[src/rtl/lzx_vend_ctrl_if.sv]
// rtl/lzx_vend_ctrl_if.sv - coin/cancel inputs and vend/change outputs of the vending controller
interface lzx_vend_ctrl_if #(
  parameter int CREDIT_W = 4
);
  logic [2:0]          In;
  logic                cancel;
  logic                D_out;
  logic                C;
  logic                busy;
  logic                coin_rej;
  logic [CREDIT_W-1:0] credit;

  modport master (
    output In, cancel,
    input  D_out, C, busy, coin_rej, credit
  );

  modport slave (
    input  In, cancel,
    output D_out, C, busy, coin_rej, credit
  );
endinterface

[src/rtl/lzx_vend_ctrl.sv]
// rtl/lzx_vend_ctrl.sv - coin-accepting vending controller with vend pulse and per-unit change
module lzx_vend_ctrl #(
  parameter int PRICE    = 4,
  parameter int CREDIT_W = 4
) (
  input  logic             clk,
  input  logic             rst_n,
  lzx_vend_ctrl_if.slave   bus
);

  typedef enum logic [1:0] {
    S_IDLE   = 2'd0,
    S_ACCUM  = 2'd1,
    S_VEND   = 2'd2,
    S_CHANGE = 2'd3
  } state_t;

  localparam logic [CREDIT_W-1:0] PRICE_C = CREDIT_W'(PRICE);
  localparam logic [CREDIT_W-1:0] ONE_C   = CREDIT_W'(1);

  state_t              state_q, state_d;
  logic [CREDIT_W-1:0] credit_q, credit_d;
  logic                d_out_q;
  logic                c_q;
  logic                rej_q, rej_d;

  logic [2:0]          coin_hot;
  logic [CREDIT_W-1:0] coin_val;
  logic [CREDIT_W-1:0] coin_sum;
  logic                coin_extra;

  // Pick the single accepted coin (lowest bit wins) and flag any bits that get dropped
  always_comb begin
    coin_hot = 3'b000;
    coin_val = '0;
    if (bus.In[0]) begin
      coin_hot = 3'b001;
      coin_val = CREDIT_W'(1);
    end else if (bus.In[1]) begin
      coin_hot = 3'b010;
      coin_val = CREDIT_W'(2);
    end else if (bus.In[2]) begin
      coin_hot = 3'b100;
      coin_val = CREDIT_W'(4);
    end
    coin_extra = |(bus.In & ~coin_hot);
    coin_sum   = credit_q + coin_val;
  end

  // Next-state, next-credit and reject decision
  always_comb begin
    state_d  = state_q;
    credit_d = credit_q;
    rej_d    = 1'b0;
    case (state_q)
      S_IDLE, S_ACCUM: begin
        if (state_q == S_ACCUM && bus.cancel) begin
          // Refund everything; a coin in the same cycle is not credited
          state_d = S_CHANGE;
          rej_d   = |bus.In;
        end else if (|bus.In) begin
          credit_d = coin_sum;
          rej_d    = coin_extra;
          state_d  = (coin_sum >= PRICE_C) ? S_VEND : S_ACCUM;
        end
      end
      S_VEND: begin
        credit_d = credit_q - PRICE_C;
        state_d  = (credit_q > PRICE_C) ? S_CHANGE : S_IDLE;
        rej_d    = |bus.In;
      end
      S_CHANGE: begin
        // One C cycle per unit: leave once the last unit is being paid out
        credit_d = credit_q - ONE_C;
        state_d  = (credit_q <= ONE_C) ? S_IDLE : S_CHANGE;
        rej_d    = |bus.In;
      end
      default: begin
        state_d  = S_IDLE;
        credit_d = '0;
      end
    endcase
  end

  // State, credit and registered output pulses
  always_ff @(posedge clk or negedge rst_n) begin
    if (!rst_n) begin
      state_q  <= S_IDLE;
      credit_q <= '0;
      d_out_q  <= 1'b0;
      c_q      <= 1'b0;
      rej_q    <= 1'b0;
    end else begin
      state_q  <= state_d;
      credit_q <= credit_d;
      d_out_q  <= (state_d == S_VEND);
      c_q      <= (state_d == S_CHANGE);
      rej_q    <= rej_d;
    end
  end

  assign bus.D_out    = d_out_q;
  assign bus.C        = c_q;
  assign bus.busy     = (state_q == S_VEND) || (state_q == S_CHANGE);
  assign bus.coin_rej = rej_q;
  assign bus.credit   = credit_q;

endmodule

[src/flat_wrapper.sv]
// flat-port wrapper written by rule: the top's interface ports become plain ports
module lzx_vend_ctrl_flat 
#(
  parameter int PRICE    = 4,
  parameter int CREDIT_W = 4
)
  (clk, rst_n, bus_In, bus_cancel, bus_D_out, bus_C, bus_busy, bus_coin_rej, bus_credit);
  lzx_vend_ctrl_if #(.CREDIT_W(CREDIT_W)) bus_i ();
  input  logic clk;
  input  logic rst_n;
  input wire logic [$bits(bus_i.In)-1:0] bus_In;
  input wire logic [$bits(bus_i.cancel)-1:0] bus_cancel;
  output wire logic [$bits(bus_i.D_out)-1:0] bus_D_out;
  output wire logic [$bits(bus_i.C)-1:0] bus_C;
  output wire logic [$bits(bus_i.busy)-1:0] bus_busy;
  output wire logic [$bits(bus_i.coin_rej)-1:0] bus_coin_rej;
  output wire logic [$bits(bus_i.credit)-1:0] bus_credit;
  assign bus_i.In = bus_In;
  assign bus_i.cancel = bus_cancel;
  assign bus_D_out = bus_i.D_out;
  assign bus_C = bus_i.C;
  assign bus_busy = bus_i.busy;
  assign bus_coin_rej = bus_i.coin_rej;
  assign bus_credit = bus_i.credit;
  lzx_vend_ctrl #(.PRICE(PRICE), .CREDIT_W(CREDIT_W)) u_core (.clk(clk), .rst_n(rst_n), .bus(bus_i));
endmodule
[config.mk]
export PLATFORM = sky130hd
export DESIGN_NAME = lzx_vend_ctrl_flat
export DESIGN_NICKNAME = d
export VERILOG_FILES = /design/src/rtl/lzx_vend_ctrl_if.sv /design/src/rtl/lzx_vend_ctrl.sv /design/src/flat_wrapper.sv
export SDC_FILE = /design/constraint.sdc
export NUM_CORES = 1
export LEC_CHECK = 0
export CORE_AREA = 2 2 40 42
export CTS_CLUSTER_SIZE = 25
export DETAILED_ROUTE_END_ITERATION = 16
export DIE_AREA = 0 0 42 44
export PLACE_DENSITY = 0.76
export SLEW_MARGIN = 20
export SYNTH_ARGS = -nofsm -noshare
export SYNTH_HDL_FRONTEND = slang
export SYNTH_SLANG_ARGS = --single-unit
[constraint.sdc]
create_clock -name clk -period 4.25 [get_ports clk]
set_input_delay 0.6375 -clock clk [delete_from_list [all_inputs] [get_ports clk]]
set_output_delay 0.6375 -clock clk [all_outputs]
set_load 0.1 [all_outputs]
==> results.yml <==
critical_path:
  critPathMaxFanout: 15
  crit_slowest_cell: "clkdlybuf4s50_1"
  worstPathArrival_ns: 2.17
  rrSetupSlack_ns: 2.15
  reg2reg_from: "u_core.bus.credit[0]"
  critPathBufInv: 1
  critical_path_class: "reg -> out"
  crit_family: "buffers and inverters"
  cp-start-kind: "flop"
  crit_required_ns: 3.61
  slowest_delay_ns: 1.23
  worstPathCellList: "clkdlybuf4s50_1"
  worst_r2r_path_depth: 6
  r2r-end: "u_core.state_q[1]"
  endpoint_kind: "output port"
synth:
  synth_most_common_cell: "dfrtp_1"
  ys_seq_area_share_pct: 32.1
  ys_types: 31
  ys_ff_latch: 9
  synth_flop_cell: "dfrtp_1"
  synth.avg_cell_area_um2: 9.62
  synthesis.area_um2: 702
  synth_area_leaders: "dfrtp_1 (32%), ha_1 (12%), mux2i_1 (5.7%)"
  synth_edf_count: 0
  yosysTopAreaCell: "dfrtp_1"
  ys_top_cells_by_count: "dfrtp_1 (9), ha_1 (7), inv_1 (5), o21ai_0 (5), mux2i_1 (4)"
  yosysTopAreaCellShare_pct: 32.1
  ys_warn_count: 0
  synth_fp_nets: 87
  netlist_instances: 73
  synth-async-reset-ratio_pct: 100
die:
  start_util_pct: 49.5
  core_um2: 1420
  top_level_ports: 14
  dieArea_um2: 1850
  fp.dieH_um: 44
  chipWidth_um: 42
  num_rows: 14
sta:
  period_minus_slack_ns: 2.81
  post-route-period-util_pct: 66.1
  rsz0062_at_grt: "false"
  whs_ns: 0.672
  relSlewSlack_pct: 35.6
  fin_setup_tns_ns: 0
  slew_viol_final: 0
  worst_pin_slew_ns: 0.963
  finalSetupViolations: 0
  setup_slack_ns: 1.44
  finalClockSkew_ns: 0.000316
  hold_violations: 0
  fmax_ghz: 0.356
global_route:
  gr-usage-all-layers_pct: 17.7
  grt_pass1_wl_um: 2450
  grt_start_max_net_pins: 16
  grt-ovfl-total: 0
  antenna_found_initial: 0
  grt_pass1_vias: 560
placement:
  io_buffer_count: 13
  dp.final_hpwl_um: 1100
  dp_slack_ns: 1.43
  numPlacedInstances: 99
  place.gp.congestion: 0.838
clock_network:
  cts_resized: 0
  clk_latency_ns: 0.27
  post_cts_buffers: 0
  cts_buffers: 3
  ctsHoldBuffers: 0
  clockBufferDepth: 2
  clkTransAtPathRegs_ns: 0.06
  cts_root_buf: "clkbuf_4"
  htreeDepth: 1
  cts_tree: "built"
  cts.sinks: 9
detailed_routing:
  vias_per_cell: 5.70
  drt.antenna.violating_nets: 0
  drt_first_pass_iters: 4
  drc: 0
  first_iter_violations: 30
  wl_per_cell_um: 14.2
  wl_um: 1460
  dr_total_vias: 587
layout:
  final_nets: 102
  nFillCells: 126
  n_antenna_cell: 0
  finalNonFillerCells: 103
  synthToLayoutAreaGrowth_pct: 23.2
  drive_above_1_share_pct: 9.20
flow_run:
  max_cap_violations: 0
status:
  status: "complete, no violations"
worst_hold_path:
  hold_class: "in -> async"
==> metal layers <==
| metal | vias up | GRT usage, % | share of wire (%) |
|---|---|---|---|
| li1 | 289 | - | - |
| met1 | 271 | 22.5 | 44 |
| met2 | 22 | 28.7 | 47 |
| met3 | 5 | 4.17 | 7.0 |
| met4 | 0 | 7.74 | 1.8 |
| met5 | - | 0 | 0 |
==> state kept, by name, summed over array words and instances, names as in the netlist <==
register / flops
u_core.bus.C: 1
u_core.state_q: 2
u_core.bus.credit: 4
u_core.bus.coin_rej: 1
u_core.bus.D_out: 1
==> worst max-delay path by stage <==
stage                    startpoint                end  slack [ns]  cells after the start
2_1_floorplan  u_core.bus.credit[0]  u_core.state_q[1]        1.72                      6
3_3_place_gp              bus_In[0]  u_core.state_q[1]        1.48                      7
3_5_place_dp              bus_In[0]  u_core.state_q[1]        1.43                      7
4_1_cts           u_core.state_q[1]           bus_busy        1.44                      1
5_1_grt           u_core.state_q[1]           bus_busy        1.39                      1
6_report          u_core.state_q[1]           bus_busy        1.44                      1
==> cell families after synthesis <==
logic type	synth area share [%]
AO/OA/AOI/OAI	22.6
AND/OR/NAND/NOR	13.2
adder cells (fa/ha/maj)	16.8
flip-flops	32.1
buffers and inverters	4.63
XOR/XNOR	4.99
multiplexers	5.70
==> stage by stage <==
step | area (µm²) | util, %
final | 865 | 60.9
after global routing | 865 | 60.9
after CTS | 865 | 60.9
after detailed placement | 838 | 59.1
after global placement | 838 | 59.1
after floorplan | 702 | -
==> cell type report <==
class                      instances  area (µm²)  area share [%]
multi-input combinational         56         444            51.4
sequential                         9         225            26.0
timing repair buffer              13         130            15.1
clock buffer                       4        26.3            3.04
tap                               16        20.0            2.32
inverter                           5        18.8            2.17
==> cells in the final DEF (no fill, tap or decap), drive strengths merged, types with 2 or more instances in the layout <==
cell,count
dfrtp,9
nand2,2
o211ai,3
o21ai,7
a21o,2
ha,7
or2,2
a211oi,2
clkdlybuf4s50,13
nor2,2
mux2i,4
inv,5
nand2b,2
nor2b,2
nor3,3
xnor2,3
clkbuf,4
a21oi,3
Power is not shown: default switching activity piles up to over one toggle a cycle in this logic, so the estimate is an artifact.
==> variant: new RTL, config.mk and constraints unchanged <==
Reset style: synchronous (`rst_n`), changed in one clocked block.
--- a/src/rtl/lzx_vend_ctrl.sv
+++ b/src/rtl/lzx_vend_ctrl.sv
@@ -83,7 +83,7 @@
   end
 
   // State, credit and registered output pulses
-  always_ff @(posedge clk or negedge rst_n) begin
+  always_ff @(posedge clk) begin
     if (!rst_n) begin
       state_q  <= S_IDLE;
       credit_q <= '0;
Function: differs if rst_n is asserted again (counterexample within 4 cycles, from zero or initial values and one cycle with rst_n low); with rst_n held inactive, the same outputs for 10 cycles.
==> variant against the original RTL <==
Sequential share of layout area shrank 5.4 points; synthesized area grew 2.0%; die area is the same; cell area grew 1.2%; sequential cell count is the same; wire length grew 7.9%; worst setup slack gained 64 ps; critical path depth is the same.
Power is not shown: default switching activity piles up to over one toggle a cycle in this logic, so the estimate is an artifact.
==> variant: results (changes against the original RTL) <==
Outcome
  – Outcome: finished, final reports clean

Placed design
  – DPL Wire Length: 1.139 mm (+3.5%)
  – Place WS: 1443 ps (+11.79 ps)
  – Gpl congestion: 0.8451 (+0.85%)
  – Post-DP Area: 848.3 µm² (+1.2%)
  – Placed cell count: 108 (+9.1%)

Synth
  – Post-synthesis xor/xnor area fraction: 2.448% (-2.5 points)
  – Multiplexer share of the synthesized area: 1.399% (-4.3 points)
  – Unique masters post-synth: 38 (+23%)
  – Sequential-to-total area share from yosys stat: 25.17% (-6.9 points)
  – Commonest cells post-synth: nand2_1 (10), dfxtp_1 (9), ha_1 (7)
  – Ys Warns: 0 (unchanged)
  – Post-synth ARST share: 0% (-100 points)
  – Post-Synth Adder-Cell Area: 16.43% (-0.32 points)
  – Synth Instances: 83 (+14%)
  – Synth Net Count: 97 (+11%)
  – Synth area leaders: dfxtp_1 (25%), ha_1 (12%), nand2_1 (5.2%), a21o_1 (3.1%), inv_1 (3.1%)
  – Most common flop cell mapped by yosys: dfxtp_1
  – Post-synthesis compound-gate area fraction: 23.25% (+0.61 points)

Timing
  – Hold_ws: 611.0 ps (-61.17 ps)
  – Final Cycle Share: 64.62% (-1.5 points)
  – Final clock skew: 1.164 ps (+0.8477 ps)
  – Least-Margin Pin Slew: 964.3 ps (+1.305 ps)

Hold path
  – Hold crit path type: flip-flop to flip-flop

Layout
  – Share of post-route cells with drive strength above 1: 10.42% (+1.2 points)
  – Filler cell count: 131 (+4.0%)

Drt
  – Routed WL: 1.577 mm (+7.9%)
  – Vias: 641 (+9.2%)
  – Iter 0 DRT Violations: 18 (-40%)
  – Vias per cell: 5.723 (+0.42%)

Worst setup path
  – Critical-path top delay cell: clkdlybuf4s50_1
  – CP startpoint: u_core.state_q[1]$_SDFF_PN0_
  – Crit-path max FO: 14 (-1)
  – Reg2reg start: u_core.bus.credit[0]$_SDFFE_PN0P_
  – Reg2Reg Setup Slack: 2270 ps (+120 ps)
  – Critical path arrival: 2110 ps (-60 ps)
  – Reg2reg end: u_core.state_q[0]$_SDFF_PN0_

Global routing
  – First-pass GRT wire length: 2.766 mm (+13%)
  – Vias in the first global route: 608 (+8.6%)
  – Tot GR Track Use: 20.45% (+2.8 points)
  – Pin count of the biggest net entering global routing: 15 (-1)
## variant: changes by cell type after synthesis, sizes merged, moves of 2 or more
cell | before | now
nor3b | 1 | 4
dfrtp | 9 | 0
o21ai | 7 | 2
nand2 | 2 | 10
dfxtp | 0 | 9
mux2i | 4 | 1
and3 | 0 | 2
nand2b | 2 | 0
a221oi | 0 | 2
a31oi | 0 | 2
## variant: final cells by class
cell class	instances	area, µm²	area share [%]
multi-input combinational	64	495.5	56.65
tap	16	20.02	2.289
sequential	9	180.2	20.60
timing repair buffer	13	130.1	14.88
inverter	6	22.52	2.575
clock buffer	4	26.28	3.004
## variant: per-layer routing
metal	routed length (µm)	GRT usage (%)	vias to the layer above
met5	0	0	-
met4	31	7.742	0
met3	114	7.083	4
met2	704	31.87	24
met1	727	26.14	279
li1	-	-	334
## variant: cells by family after synthesis
group / after synthesis
simple gates: 30
compound gates: 22
flops: 9
mux: 1
xor+xnor: 2
buf+inv: 10
fa+ha+maj: 9
